==> config.mk <==
export PLATFORM = sky130hd
export DESIGN_NAME = spi_transaction_fsm
export DESIGN_NICKNAME = d
export VERILOG_FILES = /design/src/rtl/spi_transaction_fsm_pkg.sv /design/src/rtl/spi_transaction_fsm_input_conditioner.sv /design/src/rtl/spi_transaction_fsm.sv
export SDC_FILE = /design/constraint.sdc
export NUM_CORES = 1
export LEC_CHECK = 0
export ABC_CLOCK_PERIOD_IN_PS = 3100
export CAP_MARGIN = 10
export CORE_MARGIN = 10
export CORE_UTILIZATION = 56
export CTS_CLUSTER_DIAMETER = 30
export CTS_CLUSTER_SIZE = 28
export DETAILED_ROUTE_END_ITERATION = 16
export GPL_ROUTABILITY_DRIVEN = 1
export PLACE_DENSITY = 0.81
export RECOVER_POWER = 50
export SLEW_MARGIN = 20
export SYNTH_ARGS = -nofsm -noshare
export SYNTH_HDL_FRONTEND = slang
export SYNTH_HIERARCHICAL = 1
export SYNTH_SLANG_ARGS = --single-unit
==> constraint.sdc <==
create_clock -name clk -period 3.1 [get_ports clk]
set_input_delay 0.62 -clock clk [delete_from_list [all_inputs] [get_ports clk]]
set_output_delay 0.62 -clock clk [all_outputs]
set_load 0.05 [all_outputs]
==> src/rtl/spi_transaction_fsm_pkg.sv <==
// Shared state encoding, parameter defaults and output decode for the SPI
// transaction controller.
package spi_transaction_fsm_pkg;

   localparam int WORD_WIDTH_DEFAULT  = 8;
   localparam int CNT_WIDTH_DEFAULT   = 4;
   localparam int SYNC_STAGES_DEFAULT = 2;

   typedef enum logic [2:0] {
      IDLE        = 3'd0,
      GET_ADDR    = 3'd1,
      DECODE      = 3'd2,
      READ_LOAD   = 3'd3,
      READ_SHIFT  = 3'd4,
      WRITE_SHIFT = 3'd5,
      WRITE_MEM   = 3'd6,
      DONE        = 3'd7
   } state_t;

   typedef struct packed {
      logic addr_latch;
      logic sr_load;
      logic dm_write;
      logic miso_en;
      logic busy;
   } ctrl_t;

   // Control outputs are pure functions of the state the FSM is in.
   function automatic ctrl_t decode_state(input state_t s);
      ctrl_t c;
      c            = '0;
      c.addr_latch = (s == DECODE);
      c.sr_load    = (s == READ_LOAD);
      c.dm_write   = (s == WRITE_MEM);
      c.miso_en    = (s == READ_SHIFT);
      c.busy       = (s != IDLE);
      return c;
   endfunction

endpackage

==> src/rtl/spi_transaction_fsm_input_conditioner.sv <==
// Synchronises one asynchronous pin and produces registered single-cycle
// rising/falling edge pulses of the synchronised level.
module spi_transaction_fsm_input_conditioner
   import spi_transaction_fsm_pkg::*;
#(
   parameter int   syncStages = SYNC_STAGES_DEFAULT,
   parameter logic RESET_VAL  = 1'b0
) (
   input  logic clk,
   input  logic reset,
   input  logic pin_i,
   output logic sync_o,
   output logic pos_edge_o,
   output logic neg_edge_o
);

   logic sync_q [syncStages];
   logic hist_q;
   logic pos_q;
   logic neg_q;

   genvar gi;
   generate
      for (gi = 0; gi < syncStages; gi++) begin : g_sync
         if (gi == 0) begin : g_first
            always_ff @(posedge clk) begin
               if (reset) sync_q[gi] <= RESET_VAL;
               else       sync_q[gi] <= pin_i;
            end
         end else begin : g_chain
            always_ff @(posedge clk) begin
               if (reset) sync_q[gi] <= RESET_VAL;
               else       sync_q[gi] <= sync_q[gi-1];
            end
         end
      end
   endgenerate

   assign sync_o = sync_q[syncStages-1];

   // hist_q holds the previous synchronised level so edges are seen once.
   always_ff @(posedge clk) begin
      if (reset) begin
         hist_q <= RESET_VAL;
         pos_q  <= 1'b0;
         neg_q  <= 1'b0;
      end else begin
         hist_q <= sync_o;
         pos_q  <= sync_o & ~hist_q;
         neg_q  <= ~sync_o & hist_q;
      end
   end

   assign pos_edge_o = pos_q;
   assign neg_edge_o = neg_q;

endmodule

==> src/rtl/spi_transaction_fsm.sv <==
// SPI transaction sequencer: conditions SCLK/CS and walks one address/RW
// byte followed by a read or write data byte, driving the datapath strobes.
module spi_transaction_fsm
   import spi_transaction_fsm_pkg::*;
#(
   parameter int wordWidth  = WORD_WIDTH_DEFAULT,
   parameter int cntWidth   = CNT_WIDTH_DEFAULT,
   parameter int syncStages = SYNC_STAGES_DEFAULT
) (
   input  logic clk,
   input  logic reset,
   input  logic sclkIn,
   input  logic csIn,
   input  logic rwBit,
   output logic sclkPosEdge,
   output logic sclkNegEdge,
   output logic addrLatchEn,
   output logic srParallelLoad,
   output logic dmWriteEnable,
   output logic misoBufEnable,
   output logic busy
);

   localparam logic [cntWidth-1:0] WORD_CNT = cntWidth'(wordWidth);

   logic sclk_pos;
   logic sclk_neg;
   logic sclk_level_unused;
   logic cs_sync;
   logic cs_pos_unused;
   logic cs_neg_unused;
   logic cs_active;

   spi_transaction_fsm_input_conditioner #(
      .syncStages (syncStages),
      .RESET_VAL  (1'b0)
   ) u_sclk_cond (
      .clk        (clk),
      .reset      (reset),
      .pin_i      (sclkIn),
      .sync_o     (sclk_level_unused),
      .pos_edge_o (sclk_pos),
      .neg_edge_o (sclk_neg)
   );

   // CS idles high, so its flops reset to the deasserted level.
   spi_transaction_fsm_input_conditioner #(
      .syncStages (syncStages),
      .RESET_VAL  (1'b1)
   ) u_cs_cond (
      .clk        (clk),
      .reset      (reset),
      .pin_i      (csIn),
      .sync_o     (cs_sync),
      .pos_edge_o (cs_pos_unused),
      .neg_edge_o (cs_neg_unused)
   );

   assign cs_active = ~cs_sync;

   state_t              state_q, state_d;
   logic [cntWidth-1:0] cnt_q, cnt_d;
   logic [cntWidth-1:0] cnt_inc;
   ctrl_t               ctrl_q, ctrl_d;

   assign cnt_inc = (cnt_q >= WORD_CNT) ? WORD_CNT : cnt_q + cntWidth'(1);

   always_comb begin
      state_d = state_q;
      cnt_d   = cnt_q;
      case (state_q)
         IDLE: begin
            cnt_d = '0;
            if (cs_active) state_d = GET_ADDR;
         end
         GET_ADDR: begin
            if (sclk_pos) begin
               cnt_d = cnt_inc;
               if (cnt_inc == WORD_CNT) state_d = DECODE;
            end
         end
         DECODE: begin
            cnt_d   = '0;
            state_d = rwBit ? READ_LOAD : WRITE_SHIFT;
         end
         READ_LOAD: begin
            state_d = READ_SHIFT;
         end
         READ_SHIFT: begin
            if (sclk_neg) begin
               cnt_d = cnt_inc;
               if (cnt_inc == WORD_CNT) state_d = DONE;
            end
         end
         WRITE_SHIFT: begin
            if (sclk_pos) begin
               cnt_d = cnt_inc;
               if (cnt_inc == WORD_CNT) state_d = WRITE_MEM;
            end
         end
         WRITE_MEM: begin
            state_d = cs_active ? DONE : IDLE;
         end
         DONE: begin
            state_d = DONE;
         end
         default: begin
            state_d = IDLE;
            cnt_d   = '0;
         end
      endcase

      // A CS release overrides any counting edge in the same cycle; only the
      // memory commit is allowed to finish.
      if (!cs_active && state_q != WRITE_MEM) begin
         state_d = IDLE;
         cnt_d   = '0;
      end
   end

   assign ctrl_d = decode_state(state_d);

   always_ff @(posedge clk) begin
      if (reset) begin
         state_q <= IDLE;
         cnt_q   <= '0;
         ctrl_q  <= '0;
      end else begin
         state_q <= state_d;
         cnt_q   <= cnt_d;
         ctrl_q  <= ctrl_d;
      end
   end

   assign sclkPosEdge    = sclk_pos;
   assign sclkNegEdge    = sclk_neg;
   assign addrLatchEn    = ctrl_q.addr_latch;
   assign srParallelLoad = ctrl_q.sr_load;
   assign dmWriteEnable  = ctrl_q.dm_write;
   assign misoBufEnable  = ctrl_q.miso_en;
   assign busy           = ctrl_q.busy;

endmodule

==> metrics.csv <==
metric,value,unit
coreArea,0.00135,sq mm
final_util,71.3,%
tightest_slew,506,ps
cp.arrival,1530,ps
status,"finished, final reports clean",
grtUsageTotal,9.83,%
antenna_cells,0,
whs,423,ps
crit_buf_inv,1,
busiest_layer,met2,
vias_per_cell,5.62,
holdBufCountCts,0,
syn-instance-count,93,
finalCriticalPeriod,2150,ps
antenna_found_initial,0,
skew,9.38,ps
cts_htree_levels,1,
r2r_slack,1320,ps
gr-usage-met3,4.72,%
use_met2,14.9,%
endpoint_kind,primary output,
dr_total_vias,674,
worst_path_max_delay_cell,clkdlybuf4s50_1,
port_buffers,11,
vdd_drop_max,0.000410,V
relSlewSlack,66.2,%
postRouteWirelength,1570,microns
met1_usage,12.2,%
yosysWarnings,6,
reg2reg_depth,7,
pwr-share-clk,30.4,%
slew_viol_final,0,
p_leak,0.339,nW
swShare,21.9,%
combPwrFrac,6.1,%
placementRows,13,
grt_overflow,0,
fp.dieH,58.5,microns
root_buffer,clkbuf_4,
endpoint,sclkPosEdge,
power.switching,0.0866,mW
post_drt_wl_per_cell,13.1,microns
hpwl,1210,microns
grt_max_degree,14,
synthToLayoutAreaGrowth,16.0,%
max_stage_delay,830,ps
layout.nets,113,
startpoint_type,flop,
pin_count,12,
drt_iter0_drc,14,
die_w,58.5,microns
crit_chain,clkdlybuf4s50_1,
synth_area_per_cell,8.92,sq um
synthesis.area,830,sq um
r2r-start,cnt_q[0],
grt_first_pass_wirelength,2750,microns
drive_gt1_share,5.71,%
hold_path.class,flop to flop,
pwr-share-seq,63.6,%
finalSetupTns,0,ps
start_util,61.4,%
grt_pass1_vias,641,
maxCapViolCount,0,
critPathKind,flop to primary output,
path_clk_slew,110,ps
gp_congestion,0.875,
syn_nets,100,
cp_max_fo,5,
cts_resized,0,
timing.fmax,466,MHz
clock-sinks,19,
numCtsBuffers,3,
fin_crit_sh,69.2,%
tritoncts,yes,
cts_setup_buffers,0,
path_depth,1,
finalSetupViolations,0,
fillers,113,
p_per_area,411,mW/mm^2
drc,0,
die_area,0.00342,sq mm
required,2480,ps
cp_top_family,buffers and inverters,
insertion_delay,290,ps
cellInternalPower,0.309,mW
final_hold_viol_count,0,
drt_first_pass_iters,4,
r2r-end,dmWriteEnable,
antenna_left,0,
rsz0062_at_grt,no,
crit_start,u_sclk_cond/pos_edge_o,
cts_buffer_depth,2,
-- registers in the layout, indices dropped and copies added, names as in the netlist --
| name | cells |
|---|---|
| u_sclk_cond/pos_edge_o | 1 |
| dmWriteEnable | 1 |
| state_q | 3 |
| u_sclk_cond/hist_q | 1 |
| cnt_q | 4 |
| u_sclk_cond/neg_edge_o | 1 |
| u_sclk_cond/sync_q | 2 |
| busy | 1 |
| addrLatchEn | 1 |
| srParallelLoad | 1 |
| misoBufEnable | 1 |
| u_cs_cond/sync_q | 2 |
-- layout make-up --
class	instances	area, sq um	area share, %
clock buffers	4	26.3	2.73
inverters	3	11.3	1.17
multi-input cells	68	415	43.2
flip-flops and latches	19	380	39.5
well taps	15	18.8	1.95
repair buffers	11	110	11.4
-- power groups by stage --
stage	clock (mW)	sequential [mW]	combinational, mW
global route	0.134	0.252	0.0263
finish	0.120	0.251	0.0240
floorplan	0	0.258	0.0112
global placement	0	0.257	0.0236
CTS	0.125	0.251	0.0246
detailed placement	0	0.257	0.0245
-- per-stage QoR --
step                      area, sq um  power [mW]  std cells  setup slack, ps
after detailed placement          937       0.281        116             1000
after global placement            937       0.281        116             1120
final                             962       0.396        120              953
after global routing              962       0.412        120              897
after CTS                         963       0.401        120              941
after floorplan                   830       0.270         93             1510
-- worst min-delay path by stage --
stage / start / endpoint / depth (start not counted)
floorplan: u_cs_cond/sync_q[0] / u_cs_cond/sync_q[1] / 1
global placement: u_cs_cond/sync_q[0] / u_cs_cond/sync_q[1] / 1
detailed placement: u_cs_cond/sync_q[0] / u_cs_cond/sync_q[1] / 1
CTS: u_cs_cond/sync_q[0] / u_cs_cond/sync_q[1] / 1
global route: u_cs_cond/sync_q[0] / u_cs_cond/sync_q[1] / 1
finish: u_cs_cond/sync_q[0] / u_cs_cond/sync_q[1] / 1
-- cell usage in the layout (no fill, tap or decap), types with 3 or more instances in the layout --
cell / n
dfxtp_1: 19
a21oi_1: 10
clkdlybuf4s50_1: 10
nor2_1: 8
nand2_1: 6
nor2b_1: 6
nand3_1: 4
inv_1: 3
a21o_1: 3
nor3_1: 3
nor3b_1: 3
clkbuf_4: 3
-- per-layer routing --
layer / part of all wire, % / up-vias
li1: - / 348
met1: 48 / 313
met2: 45 / 11
met3: 5.8 / 2
met4: 0.38 / 0
met5: 0 / -
Note: power is estimated with default switching activity, not from simulation.
